--- src/rtl/muldiv_pkg.sv ---
// Shared types and constants for the iterative RV32M multiply/divide unit.
package muldiv_pkg;

    typedef enum logic [2:0] {
        OP_MUL    = 3'b000,
        OP_MULH   = 3'b001,
        OP_MULHSU = 3'b010,
        OP_MULHU  = 3'b011,
        OP_DIV    = 3'b100,
        OP_DIVU   = 3'b101,
        OP_REM    = 3'b110,
        OP_REMU   = 3'b111
    } op_e;

    typedef enum logic [1:0] {
        ST_IDLE,
        ST_CALC,
        ST_DONE
    } state_e;

    localparam logic [31:0] ALL_ONES = 32'hFFFF_FFFF;
    localparam logic [31:0] INT_MIN  = 32'h8000_0000;

    // MUL only keeps the low word, so treating it as signed is harmless.
    function automatic logic rs1_is_signed(op_e op);
        return op inside {OP_MUL, OP_MULH, OP_MULHSU, OP_DIV, OP_REM};
    endfunction

    function automatic logic rs2_is_signed(op_e op);
        return op inside {OP_MUL, OP_MULH, OP_DIV, OP_REM};
    endfunction

endpackage

--- src/rtl/muldiv_unit.sv ---
// Iterative RV32M multiply/divide: shift-add multiply and restoring divide
// on one shared magnitude datapath, with sign fixup at the final iteration.
//   state | meaning
//   IDLE  | waiting for start_i; accept latches operands
//   CALC  | one multiply/divide iteration per edge
//   DONE  | result_o valid for one cycle
module muldiv_unit
    import muldiv_pkg::*;
#(
    parameter int DATA_WIDTH = 32,
    parameter int OP_WIDTH   = 3
) (
    input  logic                  clk,
    input  logic                  rst,
    input  logic                  start_i,
    input  logic                  abort_i,
    input  logic [OP_WIDTH-1:0]   op_i,
    input  logic [DATA_WIDTH-1:0] rs1_data_i,
    input  logic [DATA_WIDTH-1:0] rs2_data_i,
    output logic                  stall_o,
    output logic                  busy_o,
    output logic                  done_o,
    output logic [DATA_WIDTH-1:0] result_o
);

    localparam int CNT_W = $clog2(DATA_WIDTH);

    state_e                  state;
    op_e                     op_q;
    logic [CNT_W-1:0]        cnt;
    logic [DATA_WIDTH-1:0]   acc_hi, acc_lo, opnd;
    logic                    sign_a, sign_b;
    logic [DATA_WIDTH-1:0]   result_q;

    op_e                     op_in;
    logic                    s1, s2, is_div_in, special;
    logic [DATA_WIDTH-1:0]   mag1, mag2, special_val;

    always_comb begin
        op_in       = op_e'(op_i);
        s1          = rs1_is_signed(op_in) && rs1_data_i[DATA_WIDTH-1];
        s2          = rs2_is_signed(op_in) && rs2_data_i[DATA_WIDTH-1];
        mag1        = s1 ? -rs1_data_i : rs1_data_i;
        mag2        = s2 ? -rs2_data_i : rs2_data_i;
        is_div_in   = op_in inside {OP_DIV, OP_DIVU, OP_REM, OP_REMU};
        special     = 1'b0;
        special_val = '0;
        if (is_div_in && rs2_data_i == '0) begin
            special     = 1'b1;
            special_val = (op_in inside {OP_REM, OP_REMU}) ? rs1_data_i : ALL_ONES;
        end else if ((op_in inside {OP_DIV, OP_REM}) &&
                     rs1_data_i == INT_MIN && rs2_data_i == ALL_ONES) begin
            special     = 1'b1;
            special_val = (op_in == OP_REM) ? '0 : INT_MIN;
        end
    end

    logic                    is_div_q, ge;
    logic [DATA_WIDTH:0]     mul_sum, shifted;
    logic [DATA_WIDTH-1:0]   next_hi, next_lo;
    logic [2*DATA_WIDTH-1:0] prod, prod_fix;
    logic [DATA_WIDTH-1:0]   quot_fix, rem_fix, final_res;

    always_comb begin
        is_div_q = op_q inside {OP_DIV, OP_DIVU, OP_REM, OP_REMU};
        mul_sum  = {1'b0, acc_hi} + (acc_lo[0] ? {1'b0, opnd} : '0);
        shifted  = {acc_hi, acc_lo[DATA_WIDTH-1]};
        ge       = shifted >= {1'b0, opnd};
        if (is_div_q) begin
            next_hi = ge ? (shifted[DATA_WIDTH-1:0] - opnd) : shifted[DATA_WIDTH-1:0];
            next_lo = {acc_lo[DATA_WIDTH-2:0], ge};
        end else begin
            next_hi = mul_sum[DATA_WIDTH:1];
            next_lo = {mul_sum[0], acc_lo[DATA_WIDTH-1:1]};
        end
        // Magnitudes were latched, so the sign is restored on the final value.
        prod     = {next_hi, next_lo};
        prod_fix = (sign_a ^ sign_b) ? -prod : prod;
        quot_fix = (sign_a ^ sign_b) ? -next_lo : next_lo;
        rem_fix  = sign_a ? -next_hi : next_hi;
        case (op_q)
            OP_MUL:                         final_res = prod_fix[DATA_WIDTH-1:0];
            OP_MULH, OP_MULHSU, OP_MULHU:   final_res = prod_fix[2*DATA_WIDTH-1:DATA_WIDTH];
            OP_DIV, OP_DIVU:                final_res = quot_fix;
            default:                        final_res = rem_fix;
        endcase
    end

    always_ff @(posedge clk or posedge rst) begin
        if (rst) begin
            state    <= ST_IDLE;
            op_q     <= OP_MUL;
            cnt      <= '0;
            acc_hi   <= '0;
            acc_lo   <= '0;
            opnd     <= '0;
            sign_a   <= 1'b0;
            sign_b   <= 1'b0;
            result_q <= '0;
        end else begin
            case (state)
                ST_IDLE: begin
                    if (start_i && !abort_i) begin
                        op_q   <= op_in;
                        sign_a <= s1;
                        sign_b <= s2;
                        cnt    <= '0;
                        acc_hi <= '0;
                        opnd   <= is_div_in ? mag2 : mag1;
                        acc_lo <= is_div_in ? mag1 : mag2;
                        if (special) begin
                            result_q <= special_val;
                            state    <= ST_DONE;
                        end else begin
                            state    <= ST_CALC;
                        end
                    end
                end
                ST_CALC: begin
                    if (abort_i) begin
                        state <= ST_IDLE;
                    end else begin
                        acc_hi <= next_hi;
                        acc_lo <= next_lo;
                        cnt    <= cnt + 1'b1;
                        if (cnt == CNT_W'(DATA_WIDTH - 1)) begin
                            result_q <= final_res;
                            state    <= ST_DONE;
                        end
                    end
                end
                default: state <= ST_IDLE;
            endcase
        end
    end

    // Gated by rst so a held start_i cannot keep the stall up during reset.
    assign stall_o  = !rst && ((state == ST_IDLE && start_i) || state == ST_CALC);
    assign busy_o   = state != ST_IDLE;
    assign done_o   = state == ST_DONE;
    assign result_o = result_q;

endmodule

--- config.mk ---
export PLATFORM = sky130hd
export DESIGN_NAME = muldiv_unit
export DESIGN_NICKNAME = d
export VERILOG_FILES = /design/src/rtl/muldiv_pkg.sv /design/src/rtl/muldiv_unit.sv
export SDC_FILE = /design/constraint.sdc
export NUM_CORES = 1
export LEC_CHECK = 0
export ABC_AREA = 0
export CORE_ASPECT_RATIO = 0.5
export CORE_MARGIN = 2
export CORE_UTILIZATION = 45
export CTS_CLUSTER_SIZE = 40
export DETAILED_ROUTE_END_ITERATION = 6
export SLEW_MARGIN = 20
export SYNTH_ARGS = -nofsm -noshare
export SYNTH_HDL_FRONTEND = slang
export SYNTH_SLANG_ARGS = --single-unit
--- constraint.sdc ---
create_clock -name clk -period 9.4 [get_ports clk]
set_input_delay 1.88 -clock clk [delete_from_list [all_inputs] [get_ports clk]]
set_output_delay 1.88 -clock clk [all_outputs]
set_load 0.05 [all_outputs]
# == Word-level counts from Yosys, hierarchy flattened ==
# Cells that the tools add are included.
# totals
reg_bits,140
output_inout_bits,35
word_cells,108
# classes
add_sub_neg,8
magnitude_cmp,1
eq_ne,23
muxes,37
bitwise,1
reduce_logical,29
# op_table
cell,n
$mux 32,22
$pmux 32 s2,3
$neg 32->32,4
$pmux 32 s3,1
$eq 32x32->1 const B,2
$mux 64,1
$neg 64->64,1
$add 32x32->33,1
$ge 33x32->1,1
$logic_not 32->1,1
$sub 32x32->32,1
$eq 3x3->1 const B,8
$reduce_bool 4->1,3
$mux 5,2
$pmux 5 s2,1
$eq 3x2->1 const B,3
$logic_and 1x1->1,8
$mux 2,4
$ne 2x2->1 const B,4
$reduce_bool 2->1,4
$eq 3x1->1 const B,2
$logic_not 3->1,2
$add 5x1->5 const B,1
$eq 5x5->1 const B,1
15 further kinds,18

# == Longest topological paths before layout ==
# logic_depth
depth_word,9
depth_mapped,25
depth_no_buf,20

# == Worst setup path after synthesis ==
# OpenSTA, ideal clock, no wires.
# synth_path
path_type,reg2reg
start,register op_q[2]
end,"register result_q[30], in the netlist result_o[30]"
setup_time_ns,0.090
arrival_ns,5.841
required_ns,9.310
slack_ns,3.468
path_stages_with_launch,23
path_buffers,9
synth_period_minus_slack_ns,5.932
path_cell_list,dfrtp_1 buf_2 buf_1 clkbuf_1 clkbuf_1 buf_2 buf_1 clkbuf_1 buf_2 mux2i_1 ha_1 o2111ai_1 nor3_1 and3_1 and2_1 buf_1 nand3_1 nor3_2 nand3_1 or4_1 mux2i_1 and3_1 o221ai_1
# synth_between
elab_chain_cells,9
elab_cells_between_ends,23
# synth_lines
element,line_no,rtl
from (decl),muldiv_unit.sv:29,op_e op_q;
from (signal assigned),muldiv_unit.sv:104,op_q <= op_in;
$eq 3x3->1 (on tied branches),"muldiv_unit.sv:65, muldiv_unit.sv:81",
$reduce_bool 4->1,muldiv_unit.sv:65,"is_div_q = op_q inside {OP_DIV, OP_DIVU, OP_REM, OP_REMU};"
$mux 32,muldiv_unit.sv:69,if (is_div_q) begin
"$neg 64->64, or another cell as far along",muldiv_unit.sv:78,prod_fix = (sign_a ^ sign_b) ? -prod : prod;
"$mux 64, or another cell as far along",muldiv_unit.sv:78,
$pmux 32 s3 (*),muldiv_unit.sv:81,case (op_q)
$mux 32 (*),muldiv_unit.sv:126,if (cnt == CNT_W'(DATA_WIDTH - 1)) begin
$mux 32 (*),muldiv_unit.sv:120,if (abort_i) begin
$pmux 32 s2 (*),muldiv_unit.sv:101,case (state)
to (signal assigned),muldiv_unit.sv:112,result_q <= special_val;
to (signal assigned),muldiv_unit.sv:127,result_q <= final_res;
to (decl),muldiv_unit.sv:33,logic [DATA_WIDTH-1:0] result_q;
# Every way passes the cells marked *; elsewhere a longest branch is shown, timed or not. The select of a mux whose other input is x is not followed.
# A chain may end at the register's enable or synchronous reset.

# == Final worst setup path ==
# layout_path
start,register acc_hi[11]
end,"register result_q[30], in the netlist result_o[30]"
# layout_between
elab_chain_cells,9
elab_cells_between_ends,16
# layout_lines
element,line_no,rtl
from (decl),muldiv_unit.sv:31,"logic [DATA_WIDTH-1:0] acc_hi, acc_lo, opnd;"
from (signal assigned),muldiv_unit.sv:123,acc_hi <= next_hi;
$sub 32x32->32 or $ge 33x32->1 (tied branches),"muldiv_unit.sv:70, muldiv_unit.sv:68",
$mux 32,muldiv_unit.sv:70,next_hi = ge ? (shifted[DATA_WIDTH-1:0] - opnd) : shifted[DATA_WIDTH-1:0];
$mux 32,muldiv_unit.sv:69,
$neg 64->64 or $neg 32->32 (tied branches),"muldiv_unit.sv:78, muldiv_unit.sv:80",
$mux 64 or $mux 32 (tied branches),"muldiv_unit.sv:78, muldiv_unit.sv:80",
$pmux 32 s3 (*),muldiv_unit.sv:81,
$mux 32 (*),muldiv_unit.sv:126,
$mux 32 (*),muldiv_unit.sv:120,
$pmux 32 s2 (*),muldiv_unit.sv:101,
# Marked as above.

==> flow_summary_export.csv <==
group,metric,value,unit
status,status,"finished, final reports clean",
critical_path,slowest_delay,0.64,ns
critical_path,crit_chain,"ha_1 > a21oi_4 > o211ai_1 > and3_1 > o31a_1 > o31a_4 > a21oi_1 > ha_1 > o2111ai_1 > nor3_1 > and3_1 > and2_1 > nand3_1 > nor3_2 > nand3_1 > or4_1 > mux2i_1 > and3_1 > o221ai_1",
logic_synthesis,synth_edf_count,0,
critical_path,reg2reg_slack,3.09,ns
global_route,grtUsageTotal,35.92,%
logic_synthesis,netlist_area,15340,um^2
clock_tree,ctsHoldBuffers,0,
logic_synthesis,syn_inst,2127,
sta,tns,0,ns
sta,period_needed,6.310,ns
sta,finalSetupViolations,0,
power_and_ir_drop,seq_power_share,15.5,%
flow_run,cap_violations,0,
die,coreArea,33280,um^2
cells_and_area,final_common_cell,"nor2_1",
logic_synthesis,synth-seq-cells,140,
sta,fin_skew,0.01001,ns
clock_tree,cts_buffers,17,
cells_and_area,layout_common_cells,"251 x nor2_1, 235 x nand2_1, 220 x a21oi_1, 220 x o21ai_0, 139 x dfrtp_1",
power_and_ir_drop,p_leak,0.006977,uW
global_route,first_global_vias,15122,
routing,viasPerCell,6.417,
sta,grt_setup_unrepaired,"false",
power_and_ir_drop,clkPwrFrac,10.7,%
sta,period_share,67.12,%
sta,fmax,0.1585,GHz
cells_and_area,utilization,52.16,%
power_and_ir_drop,p_int,2848,uW
routing,drcViolationCount,0,
clock_tree,insertion_delay,0.47,ns
sta,max_slew_margin,12.84,%
critical_path,worst_path_most_repeated_cell,"and3_1",
critical_path,cp.required,9.78,ns
critical_path,critical_path_class,"flop to flop",
cells_and_area,layout-drive-gt1-share,5.484,%
routing,antenna_left,0,
clock_tree,cts_tree,"built",
logic_synthesis,synthFlopType,"dfrtp_1",
placement,port_buffers,105,
die,die_h,134.6,um
critical_path,crit_slowest_cell,"nor3_2",
critical_path,worst_setup_path_end_kind,"flop",
critical_path,worstSetupStartpointType,"flop",
hold_path,hp-class,"flop to flop",
clock_tree,root_buffer,"clkbuf_16",
sta,worst_pin_slew,1.307,ns
die,die_area,35670,um^2
power_and_ir_drop,power.share.switching,57.74,%
critical_path,crit_fanout,25,
cells_and_area,finalNetCount,2301,
clock_tree,htree_levels,4,
die,pin_count,106,
global_route,grt_pass1_wl,96.23,mm
clock_tree,clk_path_buf_depth,2,
die,start_util,46.09,%
sta,hold_viol,0,
clock_tree,clk_pin_slew,0.07,ns
routing,drt-initial-drc-count,2103,
global_route,antenna_found_initial,5,
power_and_ir_drop,power_density,388.2,nW/um^2
global_route,grt_max_degree,84,
power_and_ir_drop,p_switching,3892,uW
routing,drtPass1Iterations,6,
die,die_w,265.1,um
logic_synthesis,avgSynthCellArea,7.212,um^2
cells_and_area,area_delta_synth_final,13.17,%
clock_tree,cts_setup_buffers,0,
logic_synthesis,ys_seq_area_share,22.84,%
sta,slew_viol_final,0,
logic_synthesis,synth_nets,2271,
sta,holdWs,0.4754,ns
logic_synthesis,ys_async_sr_fraction,100.0,%
die,rows,47,
power_and_ir_drop,ir_drop,0.2260,mV
clock_tree,cts_resized,0,
routing,routed_wl,64.30,mm
placement,finalWeightedCongestion,0.9880,
clock_tree,cts.sinks,140,
routing,routed-via-count,16773,
global_route,grt_overflow,0,
placement,post-dp-hpwl,49.41,mm
routing,post_drt_wl_per_cell,24.60,um
critical_path,cp_data_arrival_time,6.69,ns
logic_synthesis,ys_types,90,
power_and_ir_drop,p_comb_share,73.7,%
logic_synthesis,yosysWarnings,0,
synthesized netlist by cell type (all sizes together), types with 8 or more instances:
| master | number | share of area [%] |
|---|---|---|
| nor2 | 252 | 6.2 |
| a21oi | 223 | 7.4 |
| and3 | 13 | 0.53 |
| mux2i | 38 | 2.5 |
| xnor2 | 102 | 5.8 |
| a21boi | 8 | 0.39 |
| o21a | 14 | 0.69 |
| a31oi | 35 | 1.4 |
| or3 | 19 | 0.77 |
| a211oi | 22 | 1.1 |
| nor3b | 10 | 0.49 |
| mux2 | 10 | 0.73 |
| o221ai | 12 | 0.69 |
| a21o | 18 | 0.88 |
| nor2b | 10 | 0.41 |
| ha | 71 | 5.8 |
| nand3 | 30 | 0.98 |
| nand4 | 30 | 1.2 |
| dfrtp | 140 | 23 |
| and2 | 10 | 0.41 |
| nor3 | 54 | 1.8 |
| a22o | 14 | 0.80 |
| o211ai | 22 | 1.1 |
| o41ai | 8 | 0.58 |
| o31ai | 24 | 1.2 |
| o21ai | 240 | 7.8 |
| buf | 25 | 0.86 |
| nand2b | 17 | 0.69 |
| nor4 | 16 | 0.69 |
| clkbuf | 102 | 2.5 |
| nand2 | 236 | 5.8 |
| a221oi | 17 | 1.2 |
| inv | 69 | 1.7 |
| o22ai | 20 | 0.82 |
| or2 | 15 | 0.61 |
| xor2 | 91 | 5.2 |
worst max-delay path: cells and delay by family, from the launching register on:
kind                     cells  cell delay (ns)
flip-flops                   1             0.43
AO/OA/AOI/OAI                7             2.09
multiplexers                 1             0.13
adder cells (fa/ha/maj)      2             0.70
AND/OR/NAND/NOR              9             2.84
worst paths after layout:
check / start / end / cells past startpoint
setup / recovery: acc_hi[11]$_DFFE_PP0P_ / result_o[30]$_DFFE_PP0P_ / 19
hold / removal: result_o[2]$_DFFE_PP0P_ / result_o[2]$_DFFE_PP0P_ / 2
setup reg to reg: acc_hi[11]$_DFFE_PP0P_ / result_o[30]$_DFFE_PP0P_ / 19
hold reg to reg: result_o[2]$_DFFE_PP0P_ / result_o[2]$_DFFE_PP0P_ / 2
max in group asynchronous: rst / op_q[2]$_DFFE_PP0P_ / 3
min in group asynchronous: rst / acc_lo[6]$_DFFE_PP0P_ / 2
logic make-up (layout without fill, tap and decap cells):
kind of cell	Yosys count	after routing	synth area share [%]
flops	140	140	22.84
fa+ha+maj	73	73	6.052
buf+inv	198	241	5.089
xor+xnor	193	193	11.02
compound gates	740	740	29.88
simple gates	735	735	21.91
mux	48	48	3.213
other cells	0	3	0
registers in the layout (all words and copies together) (netlist names):
signal    count
acc_hi       32
acc_lo       32
opnd         32
result_o     32
cnt           5
op_q          3
state         2
sign_a        1
sign_b        1
area by class of cell:
class	count	area [um^2]
Fill cell	3327	15920
Antenna cell	3	7.507
Timing Repair Buffer	138	1294
Clock inverter	14	160.2
Clock buffer	18	439.2
Multi-Input combinational cell	1789	11130
Sequential cell	140	3507
Tap cell	441	551.8
Inverter	71	271.5
power by group through the flow:
stage / logic (uW) / registers [uW] / clock network [uW]
2_1_floorplan: 3250 / 1060 / 0
3_3_place_gp: 4780 / 1050 / 0
3_5_place_dp: 4760 / 1050 / 0
4_1_cts: 4800 / 1040 / 727
5_1_grt: 5280 / 1080 / 750
6_report: 4970 / 1050 / 722
layer usage:
metal  wire [um]  global-route usage (%)  part of all wire, %  vias up
met3        7619                   9.427                   12       86
li1            -                       -                    -     7773
met2       24830                   49.27                   39      918
met4        1291                   8.192                  2.0        2
met5          11                       0                0.017        -
met1       30550                   55.19                   48     7994
stage by stage:
step / cell area [um^2] / std cells / total power (uW) / setup WS, ns
finish: 17360 / 2614 / 6740 / 3.090
global placement: 16750 / 2579 / 5828 / 3.318
floorplan: 15340 / 2127 / 4304 / 3.468
CTS: 17350 / 2611 / 6563 / 3.189
global route: 17350 / 2611 / 7110 / 2.816
detailed placement: 16750 / 2579 / 5806 / 3.206
(Power assumes the default switching activity.)
